`src/rtl/sram_ctrl_pkg.sv`:
```
// Shared state encoding, counter widths and strobe decode for the external SRAM controller.
package sram_ctrl_pkg;

    localparam int CNT_W  = 4;
    localparam int TURN_W = 2;

    localparam logic [2:0] IDLE     = 3'd0;
    localparam logic [2:0] SETUP    = 3'd1;
    localparam logic [2:0] WR_PULSE = 3'd2;
    localparam logic [2:0] WR_HOLD  = 3'd3;
    localparam logic [2:0] TURN     = 3'd4;
    localparam logic [2:0] RD_PULSE = 3'd5;

    typedef struct packed {
        logic ce_n;
        logic oe_n;
        logic we_n;
        logic dq_oe;
    } strobe_t;

    // Pad strobes for a given state; registered by the caller so pads never glitch.
    function automatic strobe_t strobe_decode(input logic [2:0] st, input logic is_wr);
        strobe_t s;
        s = '{ce_n: 1'b1, oe_n: 1'b1, we_n: 1'b1, dq_oe: 1'b0};
        case (st)
            SETUP: begin
                s.ce_n  = 1'b0;
                s.oe_n  = is_wr;
                s.dq_oe = is_wr;
            end
            WR_PULSE: begin
                s.ce_n  = 1'b0;
                s.we_n  = 1'b0;
                s.dq_oe = 1'b1;
            end
            WR_HOLD: begin
                s.ce_n  = 1'b0;
                s.dq_oe = 1'b1;
            end
            RD_PULSE: begin
                s.ce_n = 1'b0;
                s.oe_n = 1'b0;
            end
            default: ;
        endcase
        return s;
    endfunction

endpackage

```
`src/rtl/sram_ctrl.sv`:
```
// Asynchronous SRAM controller with registered strobes, wait states, write hold and turnaround.
// Define SRAM_CTRL_INPUT_SYNC_EN to add a register stage on sram_dq_in before read capture.
module sram_ctrl
    import sram_ctrl_pkg::*;
#(
    parameter int ADDR_W      = 19,
    parameter int DATA_W      = 8,
    parameter int WAIT_STATES = 1,
    parameter int TURN_CYCLES = 1
) (
    input  logic              clk,
    input  logic              reset_n,
    input  logic              req_valid,
    output logic              req_ready,
    input  logic              req_we,
    input  logic [ADDR_W-1:0] req_addr,
    input  logic [DATA_W-1:0] req_wdata,
    output logic              rsp_valid,
    output logic [DATA_W-1:0] rsp_rdata,
    output logic              busy,
    output logic [ADDR_W-1:0] sram_addr,
    output logic              sram_ce_n,
    output logic              sram_oe_n,
    output logic              sram_we_n,
    output logic              sram_dq_oe,
    output logic [DATA_W-1:0] sram_dq_out,
    input  logic [DATA_W-1:0] sram_dq_in
);

    logic [2:0]        state, state_nx;
    logic [CNT_W-1:0]  cnt, cnt_nx;
    logic [TURN_W-1:0] turn_cnt, turn_nx;
    logic              op_we, op_we_nx;
    logic              rd_extra, rd_extra_nx;
    logic              rd_done, rd_pend;
    logic              accept;
    logic [DATA_W-1:0] cap_src, rd_cap;

`ifdef SRAM_CTRL_INPUT_SYNC_EN
    // Pad input stage; RD_PULSE is stretched one cycle so this sample is taken with oe_n low.
    localparam logic RD_EXTRA = 1'b1;
    logic [DATA_W-1:0] dq_in_p1;
    always_ff @(posedge clk) dq_in_p1 <= sram_dq_in;
    assign cap_src = dq_in_p1;
`else
    localparam logic RD_EXTRA = 1'b0;
    assign cap_src = sram_dq_in;
`endif

    assign accept = req_valid & req_ready;

    always_comb begin
        state_nx    = state;
        cnt_nx      = cnt;
        turn_nx     = turn_cnt;
        op_we_nx    = op_we;
        rd_extra_nx = rd_extra;
        rd_done     = 1'b0;
        case (state)
            IDLE: if (accept) begin
                state_nx = SETUP;
                op_we_nx = req_we;
            end
            SETUP: begin
                cnt_nx = CNT_W'(WAIT_STATES);
                if (op_we) begin
                    state_nx = WR_PULSE;
                end else begin
                    state_nx    = RD_PULSE;
                    rd_extra_nx = RD_EXTRA;
                end
            end
            WR_PULSE: begin
                if (cnt != '0) cnt_nx = cnt - 1'b1;
                else           state_nx = WR_HOLD;
            end
            WR_HOLD: begin
                if (TURN_CYCLES > 0) begin
                    state_nx = TURN;
                    turn_nx  = TURN_W'(TURN_CYCLES - 1);
                end else begin
                    state_nx = IDLE;
                end
            end
            TURN: begin
                if (turn_cnt != '0) turn_nx = turn_cnt - 1'b1;
                else                state_nx = IDLE;
            end
            RD_PULSE: begin
                if (cnt != '0) begin
                    cnt_nx = cnt - 1'b1;
                end else if (rd_extra) begin
                    rd_extra_nx = 1'b0;
                end else begin
                    state_nx = IDLE;
                    rd_done  = 1'b1;
                end
            end
            default: state_nx = IDLE;
        endcase
    end

    // Outputs are decoded from the next state so every pad strobe comes straight off a flop.
    always_ff @(posedge clk or negedge reset_n) begin
        if (!reset_n) begin
            state       <= IDLE;
            cnt         <= '0;
            turn_cnt    <= '0;
            op_we       <= 1'b0;
            rd_extra    <= 1'b0;
            rd_pend     <= 1'b0;
            req_ready   <= 1'b0;
            busy        <= 1'b0;
            rsp_valid   <= 1'b0;
            rsp_rdata   <= '0;
            sram_addr   <= '0;
            sram_dq_out <= '0;
            sram_ce_n   <= 1'b1;
            sram_oe_n   <= 1'b1;
            sram_we_n   <= 1'b1;
            sram_dq_oe  <= 1'b0;
        end else begin
            state     <= state_nx;
            cnt       <= cnt_nx;
            turn_cnt  <= turn_nx;
            op_we     <= op_we_nx;
            rd_extra  <= rd_extra_nx;
            req_ready <= (state_nx == IDLE);
            busy      <= (state_nx != IDLE);
            {sram_ce_n, sram_oe_n, sram_we_n, sram_dq_oe} <= strobe_decode(state_nx, op_we_nx);
            if (accept) begin
                sram_addr <= req_addr;
                if (req_we) sram_dq_out <= req_wdata;
            end
            rd_pend   <= rd_done;
            rsp_valid <= rd_pend;
            if (rd_pend) rsp_rdata <= rd_cap;
        end
    end

    // Read capture stage
    always_ff @(posedge clk) begin
        if (rd_done) rd_cap <= cap_src;
    end

endmodule

```
`config.mk`:
```
export PLATFORM = sky130hd
export DESIGN_NAME = sram_ctrl
export DESIGN_NICKNAME = d
export VERILOG_FILES = /design/src/rtl/sram_ctrl_pkg.sv /design/src/rtl/sram_ctrl.sv
export SDC_FILE = /design/constraint.sdc
export NUM_CORES = 1
export LEC_CHECK = 0
export BUFFER_PORTS_ARGS = -buffer_cell sky130_fd_sc_hd__buf_2
export CORE_MARGIN = 2
export CORE_UTILIZATION = 30
export CTS_BUF_LIST = sky130_fd_sc_hd__clkbuf_8 sky130_fd_sc_hd__clkbuf_16
export CTS_CLUSTER_SIZE = 40
export DETAILED_ROUTE_END_ITERATION = 7
export GPL_TIMING_DRIVEN = 0
export SKIP_LAST_GASP = 1
export SYNTH_ARGS = -nofsm -noshare
export SYNTH_HDL_FRONTEND = slang
export SYNTH_SLANG_ARGS = --single-unit
```
`constraint.sdc`:
```
create_clock -name clk -period 2.15 [get_ports clk]
set_input_delay 0.43 -clock clk [delete_from_list [all_inputs] [get_ports clk]]
set_output_delay 0.43 -clock clk [all_outputs]
set_load 0.01 [all_outputs]
```
Word-level counts from Yosys, hierarchy flattened
Cells that the tools add are included.
{"block": "op_classes", "muxes": 23, "add_sub_neg": 2, "bitwise_logic": 1, "n_reduce_logical": 15, "eq_ne": 13}
{"cell": "3-bit 2-to-1 mux", "n": 6}
{"cell": "3-bit case mux with 6 select lines", "n": 1}
{"cell": "3-bit by 2-bit equality test with 1-bit output, second input constant", "n": 4}
{"cell": "3-bit equality test, second input constant", "n": 3}
{"cell": "1-bit 2-to-1 mux", "n": 9}
{"cell": "4-bit case mux with 2 select lines", "n": 1}
{"cell": "2-bit nonzero test", "n": 4}
{"cell": "3-bit by 1-bit equality test with 1-bit output, second input constant", "n": 2}
{"cell": "3-bit zero test", "n": 2}
{"cell": "2-bit != test, second input constant", "n": 3}
{"cell": "1-bit case mux with 2 select lines", "n": 3}
{"cell": "2-bit AND reduction", "n": 3}
{"cell": "4-bit 2-to-1 mux", "n": 1}
{"cell": "2-bit case mux with 2 select lines", "n": 1}
{"cell": "4-bit nonzero test", "n": 1}
{"cell": "2-bit OR reduction", "n": 2}
{"cell": "4-bit OR reduction", "n": 1}
{"cell": "4-bit by 1-bit subtractor with 4-bit output, second input constant", "n": 1}
{"cell": "3-bit AND reduction", "n": 1}
{"cell": "3-bit nonzero test", "n": 1}
{"cell": "2-bit 2-to-1 mux", "n": 1}
{"cell": "2-bit by 1-bit != test with 1-bit output, second input constant", "n": 1}
{"cell": "2-bit by 1-bit subtractor with 2-bit output, second input constant", "n": 1}
{"cell": "1-bit bitwise AND", "n": 1}
{"block": "totals", "output_inout_bits": 42, "regBits": 62}

Longest topological paths before layout
Gate-level depths: netlist of the first run.
{"block": "depth", "word_depth": 6, "ltp_mapped": 5, "mapped_depth_nobuf": 5}

Least setup slack after synthesis of the first run
OpenSTA, ideal clock, no wires.
{"block": "synth_timing", "path_type": "reg2reg", "startpoint": "register cnt[0]", "endpoint": "register rd_cap[0], enable pin", "path_stages_with_launch": 5, "path_buffers": 0, "arrival_time_ns": 1.866, "path_slack_ns": -0.102, "setup_ns": 0.385, "path_cell_list": "dfrtp_1 -> inv_1 -> ha_1 -> or3b_2 -> nor3_1"}
{"block": "synth_between", "elab_chain_cells": 3}
{"item": "start: declaration", "line_no": "sram_ctrl.sv:31", "text": "logic [CNT_W-1:0] cnt, cnt_nx;"}
{"item": "start signal: assignment", "line_no": "sram_ctrl.sv:124", "text": "cnt <= cnt_nx;"}
{"item": "4-bit nonzero test", "line_no": "sram_ctrl.sv:90", "text": "if (cnt != '0) begin"}
{"item": "1-bit 2-to-1 mux", "line_no": "sram_ctrl.sv:90"}
{"item": "1-bit 2-to-1 mux", "line_no": "sram_ctrl.sv:59", "text": "case (state)"}
{"item": "net rd_done", "line_no": "sram_ctrl.sv:35", "text": "logic rd_done, rd_pend;"}
{"item": "end signal: assignment", "line_no": "sram_ctrl.sv:143", "text": "if (rd_done) rd_cap <= cap_src;"}
{"item": "end: declaration", "line_no": "sram_ctrl.sv:37", "text": "logic [DATA_W-1:0] cap_src, rd_cap;"}
The timed path passes the listed nets, and every way through them passes these cells.
A chain may end at the register's enable or synchronous reset.

Worst setup path after layout of the first run
{"block": "layout_timing", "startpoint": "register cnt[0]", "endpoint": "register rd_cap[7], enable pin"}
The elaborated chain is that of the path after synthesis.

==> results of run 1 <==
-- flip-flops by register name, summed over array words and instances (netlist names), 2 cells and up --
| signal | count |
|---|---|
| sram_addr | 19 |
| rd_cap | 8 |
| rsp_rdata | 8 |
| sram_dq_out | 8 |
| cnt | 4 |
| state | 3 |
| turn_cnt | 2 |
-- worst paths after layout --
path | start | to | slack (ns)
max reg2reg | cnt[0]$_DFFE_PN0P_ | rd_cap[7]$_DFFE_PP_ | 0.16
min | sram_dq_in[1] | rd_cap[1]$_DFFE_PP_ | 0.26
max | cnt[0]$_DFFE_PN0P_ | rd_cap[7]$_DFFE_PP_ | 0.16
min in group asynchronous | reset_n | rsp_rdata[6]$_DFFE_PN0P_ | 0.31
max in group asynchronous | reset_n | busy$_DFF_PN0_ | 1.10
min reg2reg | rd_pend$_DFF_PN0_ | rsp_valid$_DFF_PN0_ | 0.38
-- per-stage QoR --
| stage | total power [W] | instance area, um2 | hold WS [ns] | utilization | std cells |
|---|---|---|---|---|---|
| after global routing | 0.00515 | 3310 | 0.243 | 0.405 | 385 |
| after floorplan | 0.00302 | 2530 | 0.134 | - | 183 |
| after detailed placement | 0.00371 | 3060 | 0.370 | 0.374 | 368 |
| final | 0.00483 | 3310 | 0.264 | 0.405 | 385 |
| after CTS | 0.00488 | 3310 | 0.253 | 0.405 | 385 |
| after global placement | 0.00366 | 3060 | 0.354 | 0.374 | 368 |
-- cells in the final DEF (no fill, tap or decap), types with 2 or more instances in the layout --
master / instances
o21a_1: 3
bufinv_16: 2
inv_1: 7
nand2b_1: 5
nand3b_1: 3
clkbuf_8: 9
o21ai_0: 3
a22oi_1: 2
clkinvlp_4: 2
a211oi_1: 3
edfxtp_1: 8
and4bb_2: 2
o22ai_1: 2
a21oi_1: 6
or3_1: 2
dfstp_2: 3
a21o_1: 2
nor3_1: 2
dfrtp_1: 50
mux2_2: 36
buf_2: 88
nand2_1: 5
nor2_1: 7
-- timing repair --
item | CTS | global route
setup endpoints to repair | 9 | 1
pin swaps | 1 | 0
gates resized for setup | 1 | 1
setup buffers | 1 | 0
hold buffers | 0 | 0
-- routing by layer --
metal  share of wire  track usage
met2            0.47        0.195
met4          0.0097       0.0464
met3           0.073       0.0454
met5               0            0
met1            0.45        0.148
-- cells by family after synthesis --
family,synth area share
simple gates,0.0907
flops,0.622
buf+inv,0.0278
fa+ha+maj,0.00991
compound gates,0.0887
mux,0.161
-- critical path: cells and delay by family (launching register included) --
family	cells	cell delay, ns
buffers and inverters	2	0.24
DFF	1	0.41
adders and majority gates	1	0.23
and+or+nand+nor	2	0.81
-- area by class of cell --
| type | instances | area, um2 |
|---|---|---|
| inverters | 7 | 26.3 |
| plain buffers | 9 | 43.8 |
| clock buffers | 9 | 124 |
| repair buffers | 81 | 420 |
| fillers | 825 | 4860 |
| flip-flops and latches | 61 | 1570 |
| clock inverters | 7 | 97.6 |
| well taps | 105 | 131 |
| multi-input cells | 106 | 897 |
-- power breakdown --
| part | switching (W) | internal [W] | total (W) |
|---|---|---|---|
| clock | 0.000480 | 0.000656 | 0.00114 |
| sequential | 0.000244 | 0.00165 | 0.00190 |
| combinational | 0.000913 | 0.000885 | 0.00180 |
| total | 0.00164 | 0.00319 | 0.00483 |
==> impl_metrics.py, run 1 <==
metrics = {
    "outcome": {
        "status": "completed",
    },
    "critical_path": {
        "arrival_ns": 2.05,
        "cp-start-kind": "flop",
        "endpoint_kind": "flop",
        "required_ns": 2.21,
        "cp_cell_sequence": "inv_1 > ha_2 > or3b_2 > nor3_4 > buf_12",
        "cp_max_fo": 9,
        "r2r_cells": 5,
        "path_class": "flop to flop",
        "critical_path.slowest_cell": "or3b_2",
        "critical_path.max_stage_delay_ns": 0.56,
    },
    "logic_synthesis": {
        "avgSynthCellArea_um2": 13.8,
        "ys_top_cells_by_area": "dfrtp_1, mux2_2, edfxtp_1, dfstp_2, buf_2",
        "synth_nets": 224,
        "synth_top_area_cell": "dfrtp_1",
        "synth_commonest_cells": "dfrtp_1, mux2_2, buf_2, edfxtp_1",
        "synthCells": 183,
        "synthArstFlopShare": 0.869,
        "synth_ff_type": "dfrtp_1",
        "netlist_area_um2": 2520,
        "ys_seq_elements": 61,
        "yosys_warnings": 0,
        "yosysMostFrequentCell": "dfrtp_1",
        "synth-edff-count": 8,
        "synth.distinct_cells": 42,
        "seq_area_frac_synth": 0.622,
        "yosysTopAreaCellShare": 0.496,
    },
    "timing": {
        "grt_setup_unrepaired": "no",
        "finalMaxSlewViolations": 0,
        "relSlewSlack": 0.216,
        "max_freq_ghz": 0.502,
        "setup_slack_ns": 0.158,
        "worst_clock_skew_ns": 0.00837,
        "finalHoldViolations": 0,
        "worst_pin_slew_ns": 1.18,
        "post-route-period-util": 0.926,
        "setup-violations-final": 0,
        "finalCriticalPeriod_ns": 1.99,
        "tns_ns": 0,
    },
    "global_routing": {
        "grt_pass1_vias": 1761,
        "grt_pass1_wl_mm": 8.35,
        "grt_max_degree": 54,
        "antenna_found_initial": 0,
        "overflow": 0,
        "grt.total_usage": 0.121,
    },
    "place": {
        "place_ws_ns": -0.216,
        "gp_congestion": 0.784,
        "io_buffers": 80,
        "dpl.hpwl_mm": 3.78,
    },
    "floorplan": {
        "die_area_um2": 9160,
        "core_um2": 8180,
        "start_util": 0.309,
        "fp.dieH_um": 95.7,
        "io_pins": 81,
        "rows": 33,
        "die_w_um": 95.7,
    },
    "clock_tree": {
        "clock_latency_ns": 0.34,
        "clk_pin_slew_ns": 0.07,
        "cts_buffer_depth": 2,
        "cts.sinks": 61,
        "cts_max_level": 3,
        "cts-root-buf": "clkbuf_8",
        "cts_tree": "done",
        "cts_made_buffers": 9,
    },
    "power": {
        "peakVddDrop_v": 0.000723,
        "power.density_nw_per_um2": 1460,
        "p_leak_nw": 1.50,
    },
    "detailed_routing": {
        "ant_nets": 0,
        "vias": 1811,
        "wire_per_inst_um": 14.2,
        "dr.first_iter.drc_count": 65,
        "wirelength_mm": 5.45,
        "firstDrtPassIters": 4,
        "routed_via_density": 4.70,
        "drc": 0,
    },
    "cells_and_area": {
        "nets": 316,
        "antennaDiodeCount": 0,
        "drive_gt1_frac": 0.539,
        "area_growth_pct": 31.2,
    },
    "min_path": {
        "holdCritPathClass": "input pin to flop",
        "hold_depth": 1,
    },
    "flow_run": {
        "maxCapViolCount": 0,
    },
}
(Power assumes the default switching activity.)
==> run 2, diff against run 1 <==
--- a/config.mk
+++ b/config.mk
@@ -6,9 +6,10 @@
 export NUM_CORES = 1
 export LEC_CHECK = 0
 export BUFFER_PORTS_ARGS = -buffer_cell sky130_fd_sc_hd__buf_2
+export CORE_ASPECT_RATIO = 0.9
 export CORE_MARGIN = 2
 export CORE_UTILIZATION = 30
-export CTS_BUF_LIST = sky130_fd_sc_hd__clkbuf_8 sky130_fd_sc_hd__clkbuf_16
+export CTS_BUF_LIST = sky130_fd_sc_hd__clkbuf_4
 export CTS_CLUSTER_SIZE = 40
 export DETAILED_ROUTE_END_ITERATION = 7
 export GPL_TIMING_DRIVEN = 0
==> run 2 against run 1 <==
  * Routed wire length increased by 0.48%
  * Cell count decreased by 1.6%
  * Worst setup slack got worse by 0.018 ns
  * Critical path type unchanged
  * Sequential share of layout area up 0.99 points
  * Utilization down 0.49 points
  * Clock skew decreased by 0.0013 ns
  * Count of clock-buffer cells in the layout up 1
  * Die area about the same
==> impl_metrics.py, run 2 (synthesis results as in run 1) <==
metrics = {
    "floorplan": {
        "rows": 31,
        "die_w_um": 101,
        "core_um2": 8110,
        "start_util": 0.311,
        "fp.dieH_um": 91.0,
        "die_area_um2": 9160,
        "io_pins": 81,
    },
    "cells_and_area": {
        "layout_common_cells": "buf_2, dfrtp_1, mux2_2",
        "mostFrequentLayoutCell": "buf_2",
        "nets": 316,
        "antennaDiodeCount": 0,
        "instances_no_fill": 379,
        "top_register": "sram_addr",
        "drive_gt1_frac": 0.539,
        "area_growth_pct": 28.5,
        "final_area_um2": 3240,
        "fin_util": 0.400,
        "largest_reg_flops": 19,
    },
    "critical_path": {
        "cp-start-kind": "flop",
        "required_ns": 2.28,
        "cp_max_fo": 9,
        "endpoint_kind": "flop",
        "critical_path.slowest_cell": "or3b_2",
        "critical_path.max_stage_delay_ns": 0.56,
        "path_class": "flop to flop",
        "arrival_ns": 2.14,
        "cp_cell_sequence": "inv_1 > ha_2 > or3b_2 > nor3_4 > buf_12",
        "reg2reg_slack_ns": 0.14,
    },
    "global_routing": {
        "grt_max_degree": 54,
        "grt.total_usage": 0.125,
        "overflow": 0,
        "antenna_found_initial": 0,
        "grt_pass1_vias": 1790,
        "grt_pass1_wl_mm": 8.87,
    },
    "clock_tree": {
        "cts_max_level": 3,
        "clock_latency_ns": 0.40,
        "cts_buffer_depth": 2,
        "cts_tree": "done",
        "ctsHoldBuffers": 0,
        "cts-root-buf": "clkbuf_4",
        "cts_made_buffers": 9,
        "cts.sinks": 61,
        "clk_pin_slew_ns": 0.10,
    },
    "detailed_routing": {
        "wirelength_mm": 5.48,
        "routed_via_density": 4.76,
        "firstDrtPassIters": 4,
        "wire_per_inst_um": 14.4,
        "drc": 0,
        "ant_nets": 0,
        "vias": 1804,
        "dr.first_iter.drc_count": 116,
    },
    "power": {
        "switching_share": 0.345,
        "p_seq_frac": 0.411,
        "pwr-share-clk": 0.199,
        "switchingPower_w": 0.00159,
        "p_leak_nw": 1.48,
        "power_frac_comb": 0.391,
        "p_int_w": 0.00302,
        "power.density_nw_per_um2": 1420,
        "power_w": 0.00461,
        "peakVddDrop_v": 0.000597,
    },
    "timing": {
        "post-route-period-util": 0.935,
        "finalMaxSlewViolations": 0,
        "finalHoldViolations": 0,
        "setup_slack_ns": 0.140,
        "max_freq_ghz": 0.497,
        "relSlewSlack": 0.190,
        "worst_pin_slew_ns": 1.22,
        "grt_setup_unrepaired": "no",
        "worst_clock_skew_ns": 0.00705,
        "finalCriticalPeriod_ns": 2.01,
        "setup-violations-final": 0,
    },
    "place": {
        "place_ws_ns": -0.271,
        "placed_area_um2": 3050,
        "dp_cells": 362,
        "io_buffers": 80,
        "dpl.hpwl_mm": 3.75,
        "gp_congestion": 0.804,
    },
    "min_path": {
        "holdCritPathClass": "input pin to flop",
    },
    "flow_run": {
        "maxCapViolCount": 0,
    },
    "outcome": {
        "status": "completed",
    },
}
run 2: per-layer routing:
layer  share of wire  global-route usage  wire [um]  vias to the layer above
li1                -                   -          -                      851
met1            0.47               0.167       2560                      884
met2            0.46               0.186       2510                       60
met3           0.063              0.0446        343                        9
met4           0.012              0.0434         64                        0
met5               0                   0          0                        -
run 2: timing repair:
item	CTS	global route
buffers inserted	1	0
pin swaps	1	0
gates resized for setup	1	1
endpoints found under the setup margin	9	8
cloned	0	0
run 2: final timing paths:
check | start | end | depth (start not counted)
worst min-delay path | sram_dq_in[1] | rd_cap[1]$_DFFE_PP_ | 1
worst max-delay path | cnt[1]$_DFFE_PN0P_ | rd_cap[5]$_DFFE_PP_ | 5
worst min register to register | rd_pend$_DFF_PN0_ | rsp_valid$_DFF_PN0_ | 0
min in group asynchronous | reset_n | cnt[3]$_DFFE_PN0P_ | 1
worst max register to register | cnt[1]$_DFFE_PN0P_ | rd_cap[5]$_DFFE_PP_ | 5
max in group asynchronous | reset_n | sram_dq_oe$_DFF_PN0_ | 1
run 2: worst max-delay path: cells and delay by family (launching register included):
kind                       cells  cell delay (ns)
adders and majority gates      1             0.24
buffers and inverters          2             0.25
DFF                            1             0.43
and+or+nand+nor                2             0.81
run 2: metrics by stage:
stage	TNS [ns]	hold WS, ns
5_1_grt	0	0.163
2_1_floorplan	0	0.134
3_3_place_gp	-1.83	0.353
6_report	0	0.201
4_1_cts	0	0.172
3_5_place_dp	-2.25	0.363
run 2: power by group through the flow:
stage | Sequential, W | Combinational, W | Clock (W)
global route | 0.00196 | 0.00198 | 0.00101
CTS | 0.00189 | 0.00182 | 0.000952
floorplan | 0.00209 | 0.000932 | 0
finish | 0.00189 | 0.00180 | 0.000915
global placement | 0.00190 | 0.00177 | 0
detailed placement | 0.00191 | 0.00179 | 0
run 2: layout make-up:
class / instances / area, um2
Fill cell: 784 / 4860
Sequential cell: 61 / 1570
Multi-Input combinational cell: 106 / 897
Timing Repair Buffer: 81 / 420
Tap cell: 99 / 124
Clock inverter: 6 / 86.3
Clock buffer: 10 / 75.1
Buffer: 9 / 43.8
Inverter: 7 / 26.3
